## config.mk

```make
export PLATFORM = sky130hd
export DESIGN_NAME = tetris_gravity_ctrl_flat
export DESIGN_NICKNAME = d
export VERILOG_FILES = /design/src/rtl/tetris_gravity_if.sv /design/src/rtl/tetris_gravity_ctrl.sv /design/src/flat_wrapper.sv
export SDC_FILE = /design/constraint.sdc
export NUM_CORES = 1
export LEC_CHECK = 0
export BUFFER_PORTS_ARGS = -buffer_cell sky130_fd_sc_hd__buf_2
export CAP_MARGIN = 10
export CORE_AREA = 4 4 122 124
export DETAILED_ROUTE_END_ITERATION = 16
export DIE_AREA = 0 0 126 128
export GPL_TIMING_DRIVEN = 0
export PLACE_DENSITY = 0.83
export SYNTH_ARGS = -nofsm -noshare
export SYNTH_HDL_FRONTEND = slang
export SYNTH_SLANG_ARGS = --single-unit
```

## constraint.sdc

```tcl
create_clock -name clk -period 5.6 [get_ports clk]
set_clock_uncertainty 0.1 [all_clocks]
set_input_delay 0.56 -clock clk [delete_from_list [all_inputs] [get_ports clk]]
set_output_delay 0.56 -clock clk [all_outputs]
set_load 0.02 [all_outputs]
```

## src/rtl/tetris_gravity_if.sv

```systemverilog
// Engine-facing signal bundle for the gravity/level/score controller.
// The master side is the game engine and the slave side is the controller.
interface tetris_gravity_if #(
  parameter int unsigned NUM_ROWS = 20,
  parameter int unsigned SCORE_W  = 20
);
  logic                reset_game;
  logic                any_input;
  logic                move_down;
  logic                drop;
  logic                fallen;
  logic                lines_valid;
  logic [NUM_ROWS-1:0] lines_cleared;
  logic                game_over;
  logic                fall_tick;
  logic                dropping;
  logic                running;
  logic [3:0]          level;
  logic [15:0]         lines_total;
  logic [SCORE_W-1:0]  score;

  modport master (
    output reset_game, any_input, move_down, drop, fallen, lines_valid, lines_cleared, game_over,
    input  fall_tick, dropping, running, level, lines_total, score
  );

  modport slave (
    input  reset_game, any_input, move_down, drop, fallen, lines_valid, lines_cleared, game_over,
    output fall_tick, dropping, running, level, lines_total, score
  );
endinterface

```

## src/rtl/tetris_gravity_ctrl.sv

```systemverilog
// Gravity, level and score controller: level-dependent fall strobe with soft/hard drop,
// plus saturating line, level and score accounting.
module tetris_gravity_ctrl #(
  parameter int unsigned PERIOD_W        = 24,
  parameter int unsigned BASE_PERIOD     = 16777215,
  parameter int unsigned PERIOD_STEP     = 1048576,
  parameter int unsigned MIN_PERIOD      = 1048576,
  parameter int unsigned NUM_ROWS        = 20,
  parameter int unsigned LINES_PER_LEVEL = 10,
  parameter int unsigned MAX_LEVEL       = 15,
  parameter int unsigned SCORE_W         = 20
) (
  input logic             clk,
  input logic             reset_n,
  tetris_gravity_if.slave bus
);
  localparam int unsigned PW = PERIOD_W + 4;
  localparam logic [32:0] ScoreMax = (33'd1 << SCORE_W) - 33'd1;

  typedef enum logic [1:0] {StIdle, StRun, StDrop, StOver} state_e;

  state_e              state_q;
  logic [PERIOD_W-1:0] cnt_q;
  logic                fall_tick_q;
  logic                dropping_q;
  logic [3:0]          level_q;
  logic [15:0]         lines_total_q;
  logic [15:0]         lil_q;
  logic [SCORE_W-1:0]  score_q;

  logic [7:0]         pop;
  logic [2:0]         n;
  logic [PW-1:0]      period_sub, period_raw, period;
  logic               timeout;
  logic [10:0]        base_pts;
  logic [32:0]        score_sum;
  logic [SCORE_W-1:0] score_next;
  logic [16:0]        total_sum;
  logic [15:0]        total_next;
  logic [15:0]        lil_sum, lil_next;
  logic               level_up;
  logic [3:0]         level_next;
  logic               lines_ok;

  always_comb begin
    pop = '0;
    for (int i = 0; i < int'(NUM_ROWS); i++) pop = pop + 8'(bus.lines_cleared[i]);
    n = (pop > 8'd4) ? 3'd4 : pop[2:0];

    // Period never underflows: subtract only when the base exceeds the reduction.
    period_sub = PW'(level_q) * PW'(PERIOD_STEP);
    period_raw = (PW'(BASE_PERIOD) > period_sub) ? PW'(BASE_PERIOD) - period_sub : '0;
    period     = (period_raw < PW'(MIN_PERIOD)) ? PW'(MIN_PERIOD) : period_raw;
    timeout    = PW'(cnt_q) >= (period - PW'(1));

    unique case (n)
      3'd1:    base_pts = 11'd40;
      3'd2:    base_pts = 11'd100;
      3'd3:    base_pts = 11'd300;
      3'd4:    base_pts = 11'd1200;
      default: base_pts = 11'd0;
    endcase
    score_sum  = 33'(score_q) + 33'(32'(base_pts) * (32'(level_q) + 32'd1));
    score_next = (score_sum > ScoreMax) ? SCORE_W'(ScoreMax) : SCORE_W'(score_sum);

    total_sum  = 17'(lines_total_q) + 17'(n);
    total_next = total_sum[16] ? 16'hFFFF : total_sum[15:0];

    lil_sum    = lil_q + 16'(n);
    level_up   = lil_sum >= 16'(LINES_PER_LEVEL);
    lil_next   = level_up ? lil_sum - 16'(LINES_PER_LEVEL) : lil_sum;
    level_next = (level_up && level_q < 4'(MAX_LEVEL)) ? level_q + 4'd1 : level_q;

    lines_ok = bus.lines_valid && n != 3'd0 && (state_q == StRun || state_q == StDrop);
  end

  always_ff @(posedge clk or negedge reset_n) begin
    if (!reset_n) begin
      state_q       <= StIdle;
      cnt_q         <= '0;
      fall_tick_q   <= 1'b0;
      dropping_q    <= 1'b0;
      level_q       <= '0;
      lines_total_q <= '0;
      lil_q         <= '0;
      score_q       <= '0;
    end else if (bus.reset_game) begin
      state_q       <= StIdle;
      cnt_q         <= '0;
      fall_tick_q   <= 1'b0;
      dropping_q    <= 1'b0;
      level_q       <= '0;
      lines_total_q <= '0;
      lil_q         <= '0;
      score_q       <= '0;
    end else if (bus.game_over) begin
      state_q     <= StOver;
      fall_tick_q <= 1'b0;
      dropping_q  <= 1'b0;
    end else begin
      fall_tick_q <= 1'b0;
      if (lines_ok) begin
        lines_total_q <= total_next;
        lil_q         <= lil_next;
        level_q       <= level_next;
        score_q       <= score_next;
      end
      unique case (state_q)
        StIdle: begin
          if (bus.any_input || bus.move_down || bus.drop) begin
            cnt_q <= '0;
            if (bus.drop) begin
              state_q     <= StDrop;
              fall_tick_q <= 1'b1;
              dropping_q  <= 1'b1;
            end else begin
              state_q <= StRun;
            end
          end
        end
        StRun: begin
          if (bus.drop) begin
            state_q     <= StDrop;
            fall_tick_q <= 1'b1;
            dropping_q  <= 1'b1;
          end else if (bus.move_down || timeout) begin
            cnt_q       <= '0;
            fall_tick_q <= 1'b1;
          end else begin
            cnt_q <= cnt_q + PERIOD_W'(1);
          end
        end
        StDrop: begin
          if (bus.fallen) begin
            state_q    <= StRun;
            cnt_q      <= '0;
            dropping_q <= 1'b0;
          end else begin
            fall_tick_q <= 1'b1;
          end
        end
        StOver: ;
      endcase
    end
  end

  assign bus.fall_tick   = fall_tick_q;
  assign bus.dropping    = dropping_q;
  assign bus.running     = (state_q == StRun) || (state_q == StDrop);
  assign bus.level       = level_q;
  assign bus.lines_total = lines_total_q;
  assign bus.score       = score_q;
endmodule

```

## src/flat_wrapper.sv

```systemverilog
// flat-port wrapper written by rule: the top's interface ports become plain ports
module tetris_gravity_ctrl_flat 
#(
  parameter int unsigned PERIOD_W        = 24,
  parameter int unsigned BASE_PERIOD     = 16777215,
  parameter int unsigned PERIOD_STEP     = 1048576,
  parameter int unsigned MIN_PERIOD      = 1048576,
  parameter int unsigned NUM_ROWS        = 20,
  parameter int unsigned LINES_PER_LEVEL = 10,
  parameter int unsigned MAX_LEVEL       = 15,
  parameter int unsigned SCORE_W         = 20
)
  (clk, reset_n, bus_reset_game, bus_any_input, bus_move_down, bus_drop, bus_fallen, bus_lines_valid, bus_lines_cleared, bus_game_over, bus_fall_tick, bus_dropping, bus_running, bus_level, bus_lines_total, bus_score);
  tetris_gravity_if #(.NUM_ROWS(NUM_ROWS), .SCORE_W(SCORE_W)) bus_i ();
  input logic clk;
  input logic reset_n;
  input wire logic [$bits(bus_i.reset_game)-1:0] bus_reset_game;
  input wire logic [$bits(bus_i.any_input)-1:0] bus_any_input;
  input wire logic [$bits(bus_i.move_down)-1:0] bus_move_down;
  input wire logic [$bits(bus_i.drop)-1:0] bus_drop;
  input wire logic [$bits(bus_i.fallen)-1:0] bus_fallen;
  input wire logic [$bits(bus_i.lines_valid)-1:0] bus_lines_valid;
  input wire logic [$bits(bus_i.lines_cleared)-1:0] bus_lines_cleared;
  input wire logic [$bits(bus_i.game_over)-1:0] bus_game_over;
  output wire logic [$bits(bus_i.fall_tick)-1:0] bus_fall_tick;
  output wire logic [$bits(bus_i.dropping)-1:0] bus_dropping;
  output wire logic [$bits(bus_i.running)-1:0] bus_running;
  output wire logic [$bits(bus_i.level)-1:0] bus_level;
  output wire logic [$bits(bus_i.lines_total)-1:0] bus_lines_total;
  output wire logic [$bits(bus_i.score)-1:0] bus_score;
  assign bus_i.reset_game = bus_reset_game;
  assign bus_i.any_input = bus_any_input;
  assign bus_i.move_down = bus_move_down;
  assign bus_i.drop = bus_drop;
  assign bus_i.fallen = bus_fallen;
  assign bus_i.lines_valid = bus_lines_valid;
  assign bus_i.lines_cleared = bus_lines_cleared;
  assign bus_i.game_over = bus_game_over;
  assign bus_fall_tick = bus_i.fall_tick;
  assign bus_dropping = bus_i.dropping;
  assign bus_running = bus_i.running;
  assign bus_level = bus_i.level;
  assign bus_lines_total = bus_i.lines_total;
  assign bus_score = bus_i.score;
  tetris_gravity_ctrl #(.PERIOD_W(PERIOD_W), .BASE_PERIOD(BASE_PERIOD), .PERIOD_STEP(PERIOD_STEP), .MIN_PERIOD(MIN_PERIOD), .NUM_ROWS(NUM_ROWS), .LINES_PER_LEVEL(LINES_PER_LEVEL), .MAX_LEVEL(MAX_LEVEL), .SCORE_W(SCORE_W)) u_core (.clk(clk), .reset_n(reset_n), .bus(bus_i));
endmodule
```

==> results.toml, run 1 <==
[run_status]
status = "complete, but fails checks"
violations = "negative setup slack"

[finish]
nNetsFinal = 1167
syn_to_final_growth_pct = 34.9
diodes = 0
stdcell_area_sq_mm = 0.0101
nFillCells = 858
drive_gt1_share_pct = 31.8

[yosys]
dominantRegCellSynth = "dfrtp_1"
syn_inst = 881
synth_edf_count = 0
synth_area_sq_mm = 0.00750
synth-seq-cells = 83
synth-seq-area-share_pct = 27.7
avgSynthCellArea_sq_um = 8.52
synth_fp_nets = 1005
synthArstFlopShare_pct = 100
synthDistinctLibCells = 75
ys_warn_count = 0

[power_and_ir_drop]
power.density_mw_per_mm2 = 662
total_power_mw = 6.70
ir_drop_mv = 0.428
leakage_nw = 4.73

[clock_network]
cts_made_buffers = 9
path_clk_slew_ps = 70
clockBufferDepth = 2
tritoncts = "done"
cts_sinks = 83
root_buffer = "clkbuf_16"
clock_latency_ps = 360
cts_max_level = 3

[sta]
max_freq_mhz = 111
fin_crit_ps = 9000
slew_viol_final = 0
hold_viol = 0
setup_violations = 55
tns_ps = -123990
rsz0062_at_grt = "yes"
fin_hold_ws_ps = 69.2
max_slew.worst_pin.slew_ps = 1210
finalCritPeriodShare_pct = 161
setup_ws_ps = -3400
slew_headroom_pct = 17.0

[global_routing]
use_met1_pct = 36.4
grt_first_pass_wirelength_um = 38200
grt_usage_pct = 29.7
met3_usage_pct = 6.96
busiest_layer = "met2"
first_global_vias = 7594
antenna_found_initial = 0
gr-total-overflow = 0
grt_max_degree = 48
met2_usage_pct = 48.2

[route]
firstDrtPassIters = 6
wirelength_um = 27400
routed_via_density = 6.62
ant_nets = 0
drc = 0
wl_per_cell_um = 22.3
num_vias = 8125
first_iter_violations = 1304

[floorplan]
die-area_sq_mm = 0.0161
io_pins = 72
die_x_um = 126
start_util_pct = 54.5
rows = 43
dieHeight_um = 128
core_area_sq_mm = 0.0138

[placed_design]
dpl_cell_area_sq_mm = 0.00839
dp_hpwl_um = 14400
pre_cts_ws_ps = -4240
gp_congestion = 0.977
place.port_buffers = 70

[worst_setup_path]
crit_path_frequent_cell = "fa_1"
crit_type = "in -> reg"
rrSetupSlack_ps = -80
crit_arrival_ps = 9190
cp-end-kind = "flop"
cp-start-kind = "input port"
slowest_delay_ps = 560
ff2ff_path_depth = 21
crit_slowest_cell = "fa_1"
crit_fanout = 6
cp.required_ps = 5780

[min_path]
hold_path_class = "in -> async"

[job]
drv_cap = 0
## cells in the final DEF, fill, tap and decap left out, types with 9 or more instances in the layout
cell and n:
ha_1 45, clkbuf_16 12, xor2_1 12, nand2_1 53
a21o_1 10, inv_1 93, fa_1 39, mux2i_1 18
nand2b_1 10, nor2_1 105, and3_1 9, nand4_1 11
buf_4 59, clkbuf_1 20, dfrtp_1 83, buf_2 69
a21oi_2 11, nand3_1 29, o21ai_0 23, a21oi_1 21
buf_6 22, o21ai_2 18, xnor2_1 16, nor3_1 26
## critical path, delay by kind of cell
kind                     cells  cell delay, ps
buffers and inverters       11             930
AO/OA/AOI/OAI                8            1250
AND/OR/NAND/NOR              4            1020
XOR/XNOR                     1             190
adder cells (fa/ha/maj)     12            5240
## sequential cells by signal, summed over array words and instances, names as in the netlist
signal                  flops
u_core.bus.level            4
u_core.state_q              2
u_core.bus.score           19
u_core.bus.fall_tick        1
u_core.bus.dropping         1
u_core.cnt_q               24
u_core.lil_q               16
u_core.bus.lines_total     16
## logic make-up (layout without fill, tap and decap cells)
logic type / after synthesis / count (layout) / synth area share, %
fa+ha+maj: 95 / 95 / 19.9
xor+xnor: 36 / 36 / 4.20
simple gates: 330 / 330 / 21.4
buf+inv: 135 / 302 / 6.94
compound gates: 178 / 178 / 16.6
flops: 83 / 83 / 27.7
mux: 24 / 24 / 3.25
## path summary, 6_finish.rpt
kind                                      startpoint                   end
worst min-delay path                         reset_n      u_core.lil_q[13]
min in group clk                    u_core.cnt_q[18]      u_core.cnt_q[18]
worst max-delay path            bus_lines_cleared[0]  u_core.bus.score[13]
worst max register to register   u_core.bus.level[0]  u_core.bus.score[13]
worst min register to register      u_core.cnt_q[18]      u_core.cnt_q[18]
max in group asynchronous                    reset_n  u_core.bus.score[10]
## through the flow
step	util, %	instances
2_1_floorplan	-	881
3_3_place_gp	60.7	1131
3_5_place_dp	60.9	1132
4_1_cts	70.6	1211
5_1_grt	73.5	1228
6_report	73.5	1228
## power by group
group	leakage [nW]	switching [mW]	internal, mW
sequential	1.15	0.0841	0.665
combinational	3.43	2.98	2.34
clock	0.146	0.275	0.360
## metal layers
metal	share of wire, %	routed length, um	vias to the layer above
li1	-	-	3386
met4	7.8	2130	0
met3	10	2850	236
met1	36	9760	3842
met2	46	12700	661
met5	0	0	-
## layout make-up
class | instances | area, sq um | share of cell area, %
plain buffers | 36 | 284 | 2.81
well taps | 180 | 225 | 2.22
multi-input cells | 663 | 5720 | 56.5
inverters | 97 | 369 | 3.65
clock buffers | 11 | 243 | 2.40
repair buffers | 153 | 1140 | 11.3
clock inverters | 5 | 60.1 | 0.593
flip-flops and latches | 83 | 2080 | 20.5
## cell usage after synthesis, types with 11 or more instances
| cell type | instances | area (sq um) |
|---|---|---|
| xnor2_1 | 21 | 184 |
| ha_1 | 54 | 676 |
| nand3_1 | 36 | 180 |
| nor2_1 | 115 | 432 |
| dfrtp_1 | 83 | 2080 |
| o21ai_0 | 46 | 230 |
| mux2i_1 | 21 | 210 |
| fa_1 | 41 | 821 |
| clkbuf_1 | 30 | 113 |
| inv_1 | 97 | 364 |
| nand4_1 | 11 | 68.8 |
| nand2_1 | 57 | 214 |
| nor3_1 | 30 | 150 |
| a21oi_1 | 36 | 180 |
| xor2_1 | 15 | 131 |
## timing repair
| item | in CTS | in global routing |
|---|---|---|
| buffers inserted | 62 | 19 |
| setup endpoints to repair | 55 | 55 |
| hold buffers | 0 | 0 |
| hold endpoints to repair | 0 | 0 |
| resized for setup | 111 | 83 |
| pin swaps | 60 | 44 |
| gates cloned | 4 | 0 |
Power figures use the tool's default switching activity.
==> run 2: changes to the inputs <==
ABC_AREA = 1   (was unset)
CORE_AREA = 4 4 123 125   (was 4 4 122 124)
DIE_AREA = 0 0 127 129   (was 0 0 126 128)
==> results.toml, run 2 <==
[run_status]
status = "complete, but fails checks"
violations = "negative setup slack"

[clock_network]
tritoncts = "done"
cts_sinks = 83
cts_max_level = 3
cts_made_buffers = 9
clock_latency_ps = 360
clockBufferDepth = 2
path_clk_slew_ps = 70
root_buffer = "clkbuf_16"

[sta]
slew_viol_final = 0
setup_violations = 55
slew_headroom_pct = 56.1
hold_viol = 0
fin_crit_ps = 8760
setup_ws_ps = -3160
max_slew.worst_pin.slew_ps = 656
max_freq_mhz = 114
rsz0062_at_grt = "yes"
finalCritPeriodShare_pct = 156
tns_ps = -98410

[yosys]
netlist.area_leader.share_pct = 27.3
synth-seq-cells = 83
ys_warn_count = 0
synth.top_cells.by_area = "dfrtp_1 27%, nand2_1 12%, fa_1 11%"
synth_edf_count = 0
dominantRegCellSynth = "dfrtp_1"
avgSynthCellArea_sq_um = 7.48
netlist_top_cells_count = "235 x nand2_1, 177 x inv_1, 87 x nor2_1"
synthDistinctLibCells = 52
synth_area_sq_mm = 0.00762
syn_inst = 1019
synth_fp_nets = 1143
yosysMostFrequentCell = "nand2_1"
yosysTopAreaCell = "dfrtp_1"
synthArstFlopShare_pct = 100
synth-seq-area-share_pct = 27.3

[worst_setup_path]
reg2reg_from = "u_core.bus.level[0]"
slowest_delay_ps = 550
crit_path_frequent_cell = "fa_1"
crit_type = "in -> reg"
crit_arrival_ps = 8900
crit_slowest_cell = "fa_1"
cp.required_ps = 5740
rrSetupSlack_ps = 0
critPathBufInv = 11
ff2ff_path_depth = 23
critPathTopFamily = "adder cells"
cp-start-kind = "input port"
rr_endpoint = "u_core.bus.score[17]"
crit_fanout = 6
cp-end-kind = "flop"

[global_routing]
use_met1_pct = 34.8
first_global_vias = 7951
gr-total-overflow = 0
busiest_layer = "met2"
met2_usage_pct = 49.7
grt_max_degree = 62
grt_usage_pct = 29.0
antenna_found_initial = 0
grt_first_pass_wirelength_um = 38100
met3_usage_pct = 4.65

[placed_design]
gp_congestion = 0.956
dp_hpwl_um = 15300
dpl.cell_count = 1270
place.port_buffers = 70

[floorplan]
die_x_um = 127
rows = 43
dieHeight_um = 129
start_util_pct = 54.9
core_area_sq_mm = 0.0139
die-area_sq_mm = 0.0164
io_pins = 72

[power_and_ir_drop]
power_frac_clock_pct = 10.6
power_frac_seq_pct = 11.7
power.density_mw_per_mm2 = 675
p_comb_share_pct = 77.7
p_switching_mw = 3.46
ir_drop_mv = 0.632
leakage_nw = 5.17
switching_share_pct = 51.4
p_int_mw = 3.27

[job]
drv_cap = 0

[finish]
final_cell_mix = "200 x nand2_1, 160 x inv_1, 83 x dfrtp_1"
drive_gt1_share_pct = 29.1
layout_commonest_cell = "nand2_1"
top_register = "u_core.cnt_q"
diodes = 0
largest_register_ffs = 24
nNetsFinal = 1291
syn_to_final_growth_pct = 30.8
finalNonFillerCells = 1352

[route]
routed_via_density = 6.14
wirelength_um = 26300
firstDrtPassIters = 8
num_vias = 8297
wl_per_cell_um = 19.4
ant_nets = 0
drc = 0
first_iter_violations = 855

[min_path]
hold_path_class = "in -> async"
run 2: cell type report:
class	count	area [sq um]
Buffer	21	169
Clock buffer	11	243
Clock inverter	5	100
Fill cell	899	3910
Inverter	184	693
Multi-Input combinational cell	731	5440
Sequential cell	83	2080
Tap cell	180	225
Timing Repair Buffer	137	1030
run 2: power by group through the flow:
stage,combinational [mW],sequential [mW],clock (mW)
floorplan,2.72,0.803,0
global placement,3.37,0.780,0
detailed placement,3.50,0.783,0
CTS,4.32,0.774,0.707
global route,5.55,0.796,0.739
finish,5.22,0.788,0.715
run 2: logic make-up (layout without fill, tap and decap cells):
group / after synthesis / count (layout) / synth area share (%)
and+or+nand+nor: 480 / 480 / 29.5
buffers and inverters: 205 / 358 / 10.5
AOI/OAI and AO/OA: 130 / 130 / 10.1
adders and majority gates: 95 / 95 / 19.6
DFF: 83 / 83 / 27.3
xor gates and xnor gates: 25 / 25 / 2.87
muxes: 1 / 1 / 0.131
run 2: worst max-delay path by stage:
| stage | cells after the start | from | to |
|---|---|---|---|
| after floorplan | 37 | bus_lines_cleared[1] | u_core.bus.score[16] |
| after global routing | 41 | bus_lines_cleared[0] | u_core.bus.score[17] |
| final | 40 | bus_lines_cleared[0] | u_core.bus.score[17] |
| after global placement | 38 | bus_lines_cleared[1] | u_core.bus.score[16] |
| after detailed placement | 38 | bus_lines_cleared[1] | u_core.bus.score[16] |
| after CTS | 40 | bus_lines_cleared[1] | u_core.bus.score[17] |
run 2: repair_timing:
item / in CTS / in global routing
gates resized for setup: 77 / 88
gates cloned: 2 / 1
endpoints found under the setup margin: 55 / 55
pin swaps: 39 / 64
setup buffers: 53 / 12
hold buffers: 0 / 0
run 2: worst reg2reg max path, stage by stage, from the launching register on:
cell and delay (ps):
dfrtp_1 380, clkbuf_1 390, nand3_1 160, xor2_1 550, inv_1 210, nand2_1 190
inv_1 120, fa_1 520, fa_1 510, inv_1 60, fa_1 470, inv_2 110
ha_4 240, a21oi_4 190, o21ai_4 90, o21ai_2 170, nand2_2 90, a21oi_4 200
o21a_1 200, o21ai_2 90, nand2_1 100, nand2_2 90, a21oi_2 190, o21ai_2 70
run 2: through the flow:
step | setup WS [ps] | total power, mW | hold WS (ps) | utilization, % | area [sq um]
final | -3160 | 6.73 | 4.87 | 71.8 | 9970
after detailed placement | -3400 | 4.28 | 377 | 61.0 | 8470
after global routing | -3330 | 7.08 | 28.2 | 71.8 | 9970
after CTS | -2630 | 5.80 | 13.6 | 68.6 | 9520
after floorplan | -2610 | 3.53 | 164 | - | 7860
after global placement | -3220 | 4.15 | 369 | 60.8 | 8440
run 2: per-layer routing:
metal | vias to the layer above | share of wire (%)
met5 | - | 0
met1 | 3892 | 36
met3 | 202 | 8.8
li1 | 3578 | -
met2 | 625 | 48
met4 | 0 | 6.9
==> run 3: changes to the inputs <==
PLACE_DENSITY = 0.8   (was 0.83)
RECOVER_POWER = 25   (was unset)
clock period = 9.9 ns   (was 5.6 ns; I/O delays follow)
==> results.toml, run 3 (synthesis gave the netlist of run 2 again) <==
[sta]
fin_hold_ws_ps = 407
setup_violations = 0
slew_viol_final = 61
max_slew.worst_pin.slew_ps = 3180
finalCritPeriodShare_pct = 95.4
slew_headroom_pct = -112
max_freq_mhz = 106
fin_crit_ps = 9440
hold_viol = 0

[clock_network]
root_buffer = "clkbuf_16"
path_clk_slew_ps = 60
clock_latency_ps = 360
tritoncts = "done"
clockBufferDepth = 2
cts_max_level = 3
ctsHoldBuffers = 0
cts_made_buffers = 9
cts_sinks = 83

[power_and_ir_drop]
leakage_nw = 4.63
power.density_mw_per_mm2 = 316
ir_drop_mv = 0.276
total_power_mw = 2.70

[finish]
layout_commonest_cell = "nand2_1"
syn_to_final_growth_pct = 12.4
top_register = "u_core.cnt_q"
nNetsFinal = 1227
drive_gt1_share_pct = 13.3
diodes = 0
final_cell_mix = "234 x nand2_1, 177 x inv_1, 86 x nor2_1"
largest_register_ffs = 24

[route]
routed_via_density = 5.43
wirelength_um = 18700
firstDrtPassIters = 6
drc = 0
ant_nets = 0
first_iter_violations = 642
num_vias = 6996
wl_per_cell_um = 14.5

[worst_setup_path]
crit_type = "in -> reg"
cp-end-kind = "flop"
crit_path_frequent_cell = "fa_1"
crit_arrival_ps = 9550
crit_slowest_cell = "fa_1"
crit_fanout = 10
critPathBufInv = 13
cp.required_ps = 10010
reg2reg_from = "u_core.bus.level[0]"
slowest_delay_ps = 550
rrSetupSlack_ps = 4420
cp-start-kind = "input port"
critPathTopFamily = "adder cells"
ff2ff_path_depth = 22
rr_endpoint = "u_core.bus.score[13]"

[placed_design]
gp_congestion = 0.924
place.port_buffers = 70
dp_hpwl_um = 14600

[run_status]
violations = "max-capacitance violations, max-slew violations"
status = "complete, but fails checks"

[min_path]
whs_path_depth = 2
hp-start = "u_core.lil_q[2]"
whs_endpoint = "u_core.lil_q[2]"
hold_path_class = "reg -> reg"

[floorplan]
die_x_um = 127
start_util_pct = 54.9
io_pins = 72
die-area_sq_mm = 0.0164
core_area_sq_mm = 0.0139
rows = 43
dieHeight_um = 129

[global_routing]
grt_max_degree = 61
first_global_vias = 6786
gr-total-overflow = 0
grt_first_pass_wirelength_um = 31300
grt_usage_pct = 23.7
antenna_found_initial = 0

[job]
drv_cap = 1
run 3: how the worst max path moves through the flow:
stage	start	to	slack [ps]	cells past startpoint
3_5_place_dp	bus_lines_cleared[0]	u_core.bus.score[13]	-320	39
6_report	bus_lines_cleared[0]	u_core.bus.score[13]	460	39
3_3_place_gp	bus_lines_cleared[0]	u_core.bus.score[17]	-140	40
2_1_floorplan	bus_lines_cleared[0]	u_core.bus.score[17]	810	39
5_1_grt	bus_lines_cleared[0]	u_core.bus.score[17]	-10	40
4_1_cts	bus_lines_cleared[0]	u_core.bus.score[13]	50	39
run 3: what timing repair did:
action                                  in CTS  in global routing
resized for setup                            0                  8
buffers inserted                             0                  2
endpoints found under the setup margin       0                 18
hold endpoints to repair                     0                  0
run 3: cell type report:
type | count | area [sq um]
plain buffers | 21 | 115
multi-input cells | 731 | 4770
repair buffers | 73 | 368
well taps | 180 | 225
clock inverters | 4 | 73.8
inverters | 184 | 691
flip-flops and latches | 83 | 2080
clock buffers | 12 | 246
fillers | 1254 | 5320
run 3: power breakdown:
group	leakage, nW	internal (mW)	switching (mW)	total [mW]
logic	3.32	0.656	1.23	1.89
registers	1.15	0.386	0.0531	0.439
clock network	0.157	0.228	0.146	0.375
total	4.63	1.27	1.43	2.70
run 3: worst min-delay path: cells and delay by family (launching register included):
family / cells / cell delay (ps)
DFF: 1 / 350
and+or+nand+nor: 2 / 120
run 3: routing by layer:
layer | wire [um] | GRT usage (%) | share of wire (%)
met5 | 0 | 0 | 0
met3 | 1090 | 4.94 | 5.8
met1 | 8160 | 30.4 | 44
met4 | 316 | 7.00 | 1.7
met2 | 9130 | 40.8 | 49
run 3: through the flow:
step / setup slack (ps) / instances / area [sq um] / util (%) / setup TNS, ps
2_1_floorplan: 809 / 1019 / 7620 / - / 0
3_3_place_gp: -135 / 1269 / 8200 / 59.0 / -1120
3_5_place_dp: -317 / 1270 / 8230 / 59.3 / -3130
4_1_cts: 45.6 / 1286 / 8550 / 61.6 / 0
5_1_grt: -13.2 / 1288 / 8560 / 61.7 / -13.2
6_report: 457 / 1288 / 8560 / 61.7 / 0
